## src/rtl/shift_left_logical_seq.sv

```systemverilog
// Multi-cycle logical left shifter: accepts an operand and shift amount over a
// valid/ready handshake, shifts one bit per clock, and presents result plus last bit out.
module shift_left_logical_seq #(
  parameter int WIDTH = 8,
  parameter int SHW   = 3
) (
  input  logic             clk,
  input  logic             rst,
  input  logic             in_valid,
  output logic             in_ready,
  input  logic [WIDTH-1:0] a,
  input  logic [SHW-1:0]   shift,
  output logic             out_valid,
  input  logic             out_ready,
  output logic [WIDTH-1:0] out,
  output logic             carry,
  output logic             busy
);

  typedef enum logic [1:0] {
    IDLE  = 2'd0,
    SHIFT = 2'd1,
    DONE  = 2'd2
  } state_t;

  state_t           state_q, state_d;
  logic [WIDTH-1:0] data_q, data_d;
  logic [SHW-1:0]   count_q, count_d;
  logic             carry_q, carry_d;

  always_ff @(posedge clk or posedge rst) begin
    if (rst) begin
      state_q <= IDLE;
      data_q  <= '0;
      count_q <= '0;
      carry_q <= 1'b0;
    end else begin
      state_q <= state_d;
      data_q  <= data_d;
      count_q <= count_d;
      carry_q <= carry_d;
    end
  end

  // The edge that sees count==1 performs the final shift and lands in DONE.
  always_comb begin
    state_d = state_q;
    data_d  = data_q;
    count_d = count_q;
    carry_d = carry_q;
    case (state_q)
      IDLE: begin
        if (in_valid) begin
          data_d  = a;
          count_d = shift;
          carry_d = 1'b0;
          state_d = (shift == '0) ? DONE : SHIFT;
        end
      end
      SHIFT: begin
        carry_d = data_q[WIDTH-1];
        data_d  = {data_q[WIDTH-2:0], 1'b0};
        count_d = count_q - SHW'(1);
        if (count_q == SHW'(1)) begin
          state_d = DONE;
        end
      end
      DONE: begin
        if (out_ready) begin
          state_d = IDLE;
        end
      end
      default: begin
        state_d = IDLE;
      end
    endcase
  end

  assign in_ready  = (state_q == IDLE);
  assign out_valid = (state_q == DONE);
  assign busy      = (state_q == SHIFT) || (state_q == DONE);
  assign out       = data_q;
  assign carry     = carry_q;

endmodule

```

## config.mk

```make
export PLATFORM = sky130hd
export DESIGN_NAME = shift_left_logical_seq
export DESIGN_NICKNAME = d
export VERILOG_FILES = /design/src/rtl/shift_left_logical_seq.sv
export SDC_FILE = /design/constraint.sdc
export NUM_CORES = 1
export LEC_CHECK = 0
export BUFFER_PORTS_ARGS = -buffer_cell sky130_fd_sc_hd__buf_4
export CAP_MARGIN = 10
export CORE_ASPECT_RATIO = 1.2
export CORE_MARGIN = 3
export CORE_UTILIZATION = 43
export DETAILED_ROUTE_END_ITERATION = 6
export GPL_TIMING_DRIVEN = 0
export PLACE_DENSITY = 0.73
export SLEW_MARGIN = 20
export SYNTH_ARGS = -nofsm -noshare
export SYNTH_HDL_FRONTEND = slang
export SYNTH_SLANG_ARGS = --single-unit
```

## constraint.sdc

```tcl
create_clock -name clk -period 1.4 [get_ports clk]
set_input_delay 0.07 -clock clk [delete_from_list [all_inputs] [get_ports clk]]
set_output_delay 0.07 -clock clk [all_outputs]
set_load 0.02 [all_outputs]
```

After elaboration in Yosys (flattened, before gate mapping)
Index checks and enable logic that the tools add are counted.
{"block": "classes", "n_reduce_logical": 6, "mux": 11, "n_addsub": 1, "n_eq_ne": 6}
{"operator": "$pmux W8 S2", "n": 1}
{"operator": "$mux W2", "n": 4}
{"operator": "$mux W8", "n": 1}
{"operator": "$pmux W2 S3", "n": 1}
{"operator": "$pmux W3 S2", "n": 1}
{"operator": "$ne A2 B2 Y1 const B", "n": 2}
{"operator": "$eq A3 B1 Y1 const B", "n": 1}
{"operator": "$logic_not A3 Y1", "n": 1}
{"operator": "$mux W3", "n": 1}
{"operator": "$reduce_and A3 Y1", "n": 1}
{"operator": "$sub A3 B1 Y3 const B", "n": 1}
{"operator": "$eq A2 B1 Y1 const B", "n": 1}
{"operator": "$eq A2 B2 Y1 const B", "n": 1}
{"operator": "$logic_not A2 Y1", "n": 1}
{"operator": "$ne A2 B1 Y1 const B", "n": 1}
{"operator": "$pmux W1 S2", "n": 1}
{"operator": "$reduce_and A2 Y1", "n": 1}
{"operator": "$reduce_bool A2 Y1", "n": 1}
{"operator": "$logic_or A1 B1 Y1", "n": 1}
{"operator": "$mux W1", "n": 1}
{"block": "totals", "regBits": 14, "input_bits": 15, "elab_cells": 28, "out_inout_bits": 12}

Logic depth before layout (Yosys ltp)
{"block": "depth", "word_depth": 4, "ltp_mapped": 7, "depth_no_buf": 5}

Worst setup path after synthesis
Ideal clock, no wire load.
{"block": "synth_path", "kind": "register to register", "startpoint": "register state_q[0]", "endpoint": "register data_q[7], in the netlist out[7]", "setup_slack_ns": -0.112, "arrival_ns": 1.385, "path_stages_with_launch": 6, "t_required_ns": 1.273, "synth_period_minus_slack_ns": 1.512, "n_path_buf": 1, "cell_sequence": "dfrtp_1 > inv_1 > ha_1 > mux2i_2 > buf_4 > o21ai_0"}
{"block": "synth_between", "elab_chain_cells": 3}
{"item": "start, declared", "line": "26", "source": "state_t state_q, state_d;"}
{"item": "start signal, assigned", "line": "38", "source": "state_q <= state_d;"}
{"item": "$logic_not A2 Y1 *"}
{"item": "named net in_ready", "line": "10", "source": "output logic in_ready,"}
{"item": "$ne A2 B2 Y1 (no line) or $reduce_bool A2 Y1 (tied branches)"}
{"item": "$reduce_and A2 Y1 (no line)"}
{"item": "end signal, assigned", "line": "39", "source": "data_q <= data_d;"}
{"item": "end, declared", "line": "27", "source": "logic [WIDTH-1:0] data_q, data_d;"}
Mark *: on every way through the listed nets, which the timed path passes. The rest lies on a longest branch.
A chain may end at the register's enable or synchronous reset.

Final worst setup path
{"block": "layout_path", "startpoint": "register state_q[0]", "endpoint": "register data_q[0], in the netlist out[0]"}
{"block": "layout_between", "elab_chain_cells": 3}
{"item": "$eq A2 B1 Y1 or $logic_not A2 Y1 (tied branches)", "line": "51", "source": "case (state_q)"}
{"item": "$reduce_bool A2 Y1 (no line) or $ne A2 B2 Y1 (tied branches)"}
{"item": "$reduce_and A2 Y1 (no line)"}
Parallel ways exist; a longest one is shown, timed or not.

==> impl_metrics.toml <==
[clock_network]
ctsRootBufferMaster = "clkbuf_4"
clk_pin_slew_worst_paths_ns = 0.08
h-tree-depth = 1
cts_tree = "yes"
cts_buffer_depth = 2
cts_buffers = 3
clk-insertion-delay-late_ns = 0.28
cts_sinks = 14

[floorplan]
die_h_um = 52.3
io_pins = 27
rows = 16
coreArea_um2 = 1660
dieArea_um2 = 2340
start_util_pct = 46.3
die_x_um = 44.6

[logic_synthesis]
yosysWarnings = 0
synth_nets = 98
synth.distinct_cells = 23
syn_inst = 78
avgSynthCellArea_um2 = 9.87
ys_seq_area_share_pct = 45.5
syn_area_um2 = 769
synth-seq-cells = 14

[cells_and_area]
final_cells = 129
regArea_um2 = 350
insertedDiodeCount = 0
drive_gt1_share_pct = 38.7
multiInputGateArea_um2 = 383
syn_to_final_growth_pct = 40.5
nFillCells = 135
finalNetCount = 133
utilization_pct = 65.1

[power_and_ir_drop]
peakVddDrop_mv = 1.12
p_leak_nw = 0.534
p_per_area_nw_per_um2 = 2460
clkPwrFrac_pct = 8.5
seqPwrFrac_pct = 28.0
pwr-share-comb_pct = 63.5
intPower_w = 0.00152
switching_share_pct = 42.8
switching_power_w = 0.00114

[timing]
finalSetupViolations = 0
maxSlewViolCount = 0
finClkSkew_ns = 0.00266
finalHoldViolCount = 0
slew_headroom_pct = 64.5
tightest_slew_ns = 0.532
rsz0062_at_grt = "yes"
layout_min_cycle_time_ns = 1.37
fin_crit_sh_pct = 98.2
max_freq_mhz = 728

[worst_setup_path]
crit_required_ns = 1.60
critical_path_class = "reg -> reg"
cp_max_fo = 10
start_kind = "register"
cp_data_arrival_time_ns = 1.58
critPathCaptureType = "register"

[place]
hpwl_um = 1260
place_inst = 122
io_buffers = 26
place_congestion = 0.767

[run]
cap_violations = 0

[global_route]
grt_first_pass_wirelength_um = 2820
antenna_found_initial = 0
grt_overflow = 0
track_usage_pct = 17.0
grt_pass1_vias = 652
grt_max_degree = 15

[detailed_routing]
dr.pass1.iters = 4
drt-initial-drc-count = 4
routed_wl_um = 1710
wire_per_inst_um = 13.2
ant_nets = 0
viasPerCell = 5.22
routed-via-count = 674
drc = 0

[hold_path]
hp-class = "in -> reg"

[status]
status = "finished, final reports clean"
[flip-flops by register name, summed over array words and instances (netlist names)]
name,flops
carry,1
count_q,3
out,8
state_q,2
[final timing paths]
path / to / slack, ns / cells past startpoint / startpoint
setup / recovery: out[0] / 0.03 / 6 / state_q[0]
min in group asynchronous: out[3] / 0.38 / 3 / rst
max in group asynchronous: out[6] / 0.67 / 3 / rst
hold / removal: out[0] / 0.05 / 3 / a[0]
hold reg to reg: count_q[1] / 0.49 / 2 / count_q[1]
setup reg to reg: out[0] / 0.03 / 6 / state_q[0]
[cell usage in the layout, fill, tap and decap left out, types with 3 or more instances in the layout]
| master | instances |
|---|---|
| ha_1 | 4 |
| clkbuf_4 | 3 |
| inv_1 | 5 |
| inv_2 | 3 |
| buf_6 | 4 |
| buf_4 | 29 |
| o21ai_0 | 3 |
| mux2i_1 | 8 |
| o21ai_1 | 8 |
| dfrtp_1 | 14 |
| nand2_1 | 11 |
[cell type report]
type | instances | share of cell area [%]
timing repair buffer | 30 | 21.1
buffer | 4 | 4.17
inverter | 8 | 2.78
multi-input combinational | 52 | 35.4
clock buffer | 3 | 2.08
sequential | 14 | 32.4
tap | 18 | 2.08
[power groups by stage]
| stage | clock network, W | registers, W | logic (W) |
|---|---|---|---|
| CTS | 0.000234 | 0.000746 | 0.00169 |
| global placement | 0 | 0.000744 | 0.00147 |
| global route | 0.000250 | 0.000773 | 0.00188 |
| detailed placement | 0 | 0.000752 | 0.00148 |
| floorplan | 0 | 0.000864 | 0.000901 |
| finish | 0.000226 | 0.000745 | 0.00169 |
[synthesized netlist by cell type]
| cell type | instances | area, um^2 |
|---|---|---|
| nor3_1 | 1 | 5.00 |
| o32a_1 | 1 | 10.0 |
| ha_1 | 5 | 62.6 |
| and2_1 | 1 | 6.26 |
| a21oi_1 | 2 | 10.0 |
| mux2i_1 | 8 | 80.1 |
| nand2_1 | 11 | 41.3 |
| dfrtp_1 | 14 | 350 |
| buf_2 | 1 | 5.00 |
| o21ai_0 | 8 | 40.0 |
| nor2b_1 | 1 | 6.26 |
| o221a_2 | 1 | 11.3 |
| mux2i_2 | 1 | 13.8 |
| nand2b_1 | 2 | 12.5 |
| inv_1 | 8 | 30.0 |
| o21ai_1 | 3 | 15.0 |
| a31oi_1 | 1 | 6.26 |
| buf_4 | 3 | 22.5 |
| o21ai_2 | 1 | 8.76 |
| or3_1 | 1 | 6.26 |
| nor2_1 | 2 | 7.51 |
| a32o_1 | 1 | 10.0 |
| o22a_1 | 1 | 8.76 |
[critical path, cell delays in order (launching register included)]
cell and delay, ns:
dfrtp_1 0.40, inv_2 0.10, ha_4 0.18, mux2i_4 0.30, buf_6 0.18, nand2_1 0.06, o21ai_1 0.08
[logic make-up (layout without fill, tap and decap cells)]
family	Yosys count	count (layout)	share of synthesized area, %
AOI/OAI and AO/OA	19	19	15.6
buffers and inverters	12	45	7.48
and+or+nand+nor	19	19	11.1
DFF	14	14	45.5
adders and majority gates	5	5	8.13
muxes	9	9	12.2
[per-stage QoR]
| stage | TNS [ns] | hold WS (ns) | area [um^2] | setup WS, ns | power, W |
|---|---|---|---|---|---|
| detailed placement | -1.37 | 0.154 | 990 | -0.139 | 0.00224 |
| finish | 0 | 0.0512 | 1080 | 0.0259 | 0.00266 |
| global route | -0.750 | 0.0466 | 1080 | -0.0883 | 0.00290 |
| CTS | 0 | 0.0421 | 1080 | 0.000717 | 0.00267 |
| global placement | -1.12 | 0.147 | 990 | -0.110 | 0.00221 |
| floorplan | -0.168 | -0.0408 | 772 | -0.0263 | 0.00177 |
[routing by layer]
layer  up-vias  track usage [%]  wire (um)
met3         4             2.75        112
li1        329                -          -
met2        22             27.5        855
met4         0             11.1         37
met5         -                0          0
met1       319             20.4        704
[what timing repair did]
action                                 CTS  global route
gates resized for setup                  9             6
setup buffers                            3             0
hold buffers                             1             0
endpoints found under the hold margin   14             0
setup endpoints to repair               14            13
(Power assumes the default switching activity.)
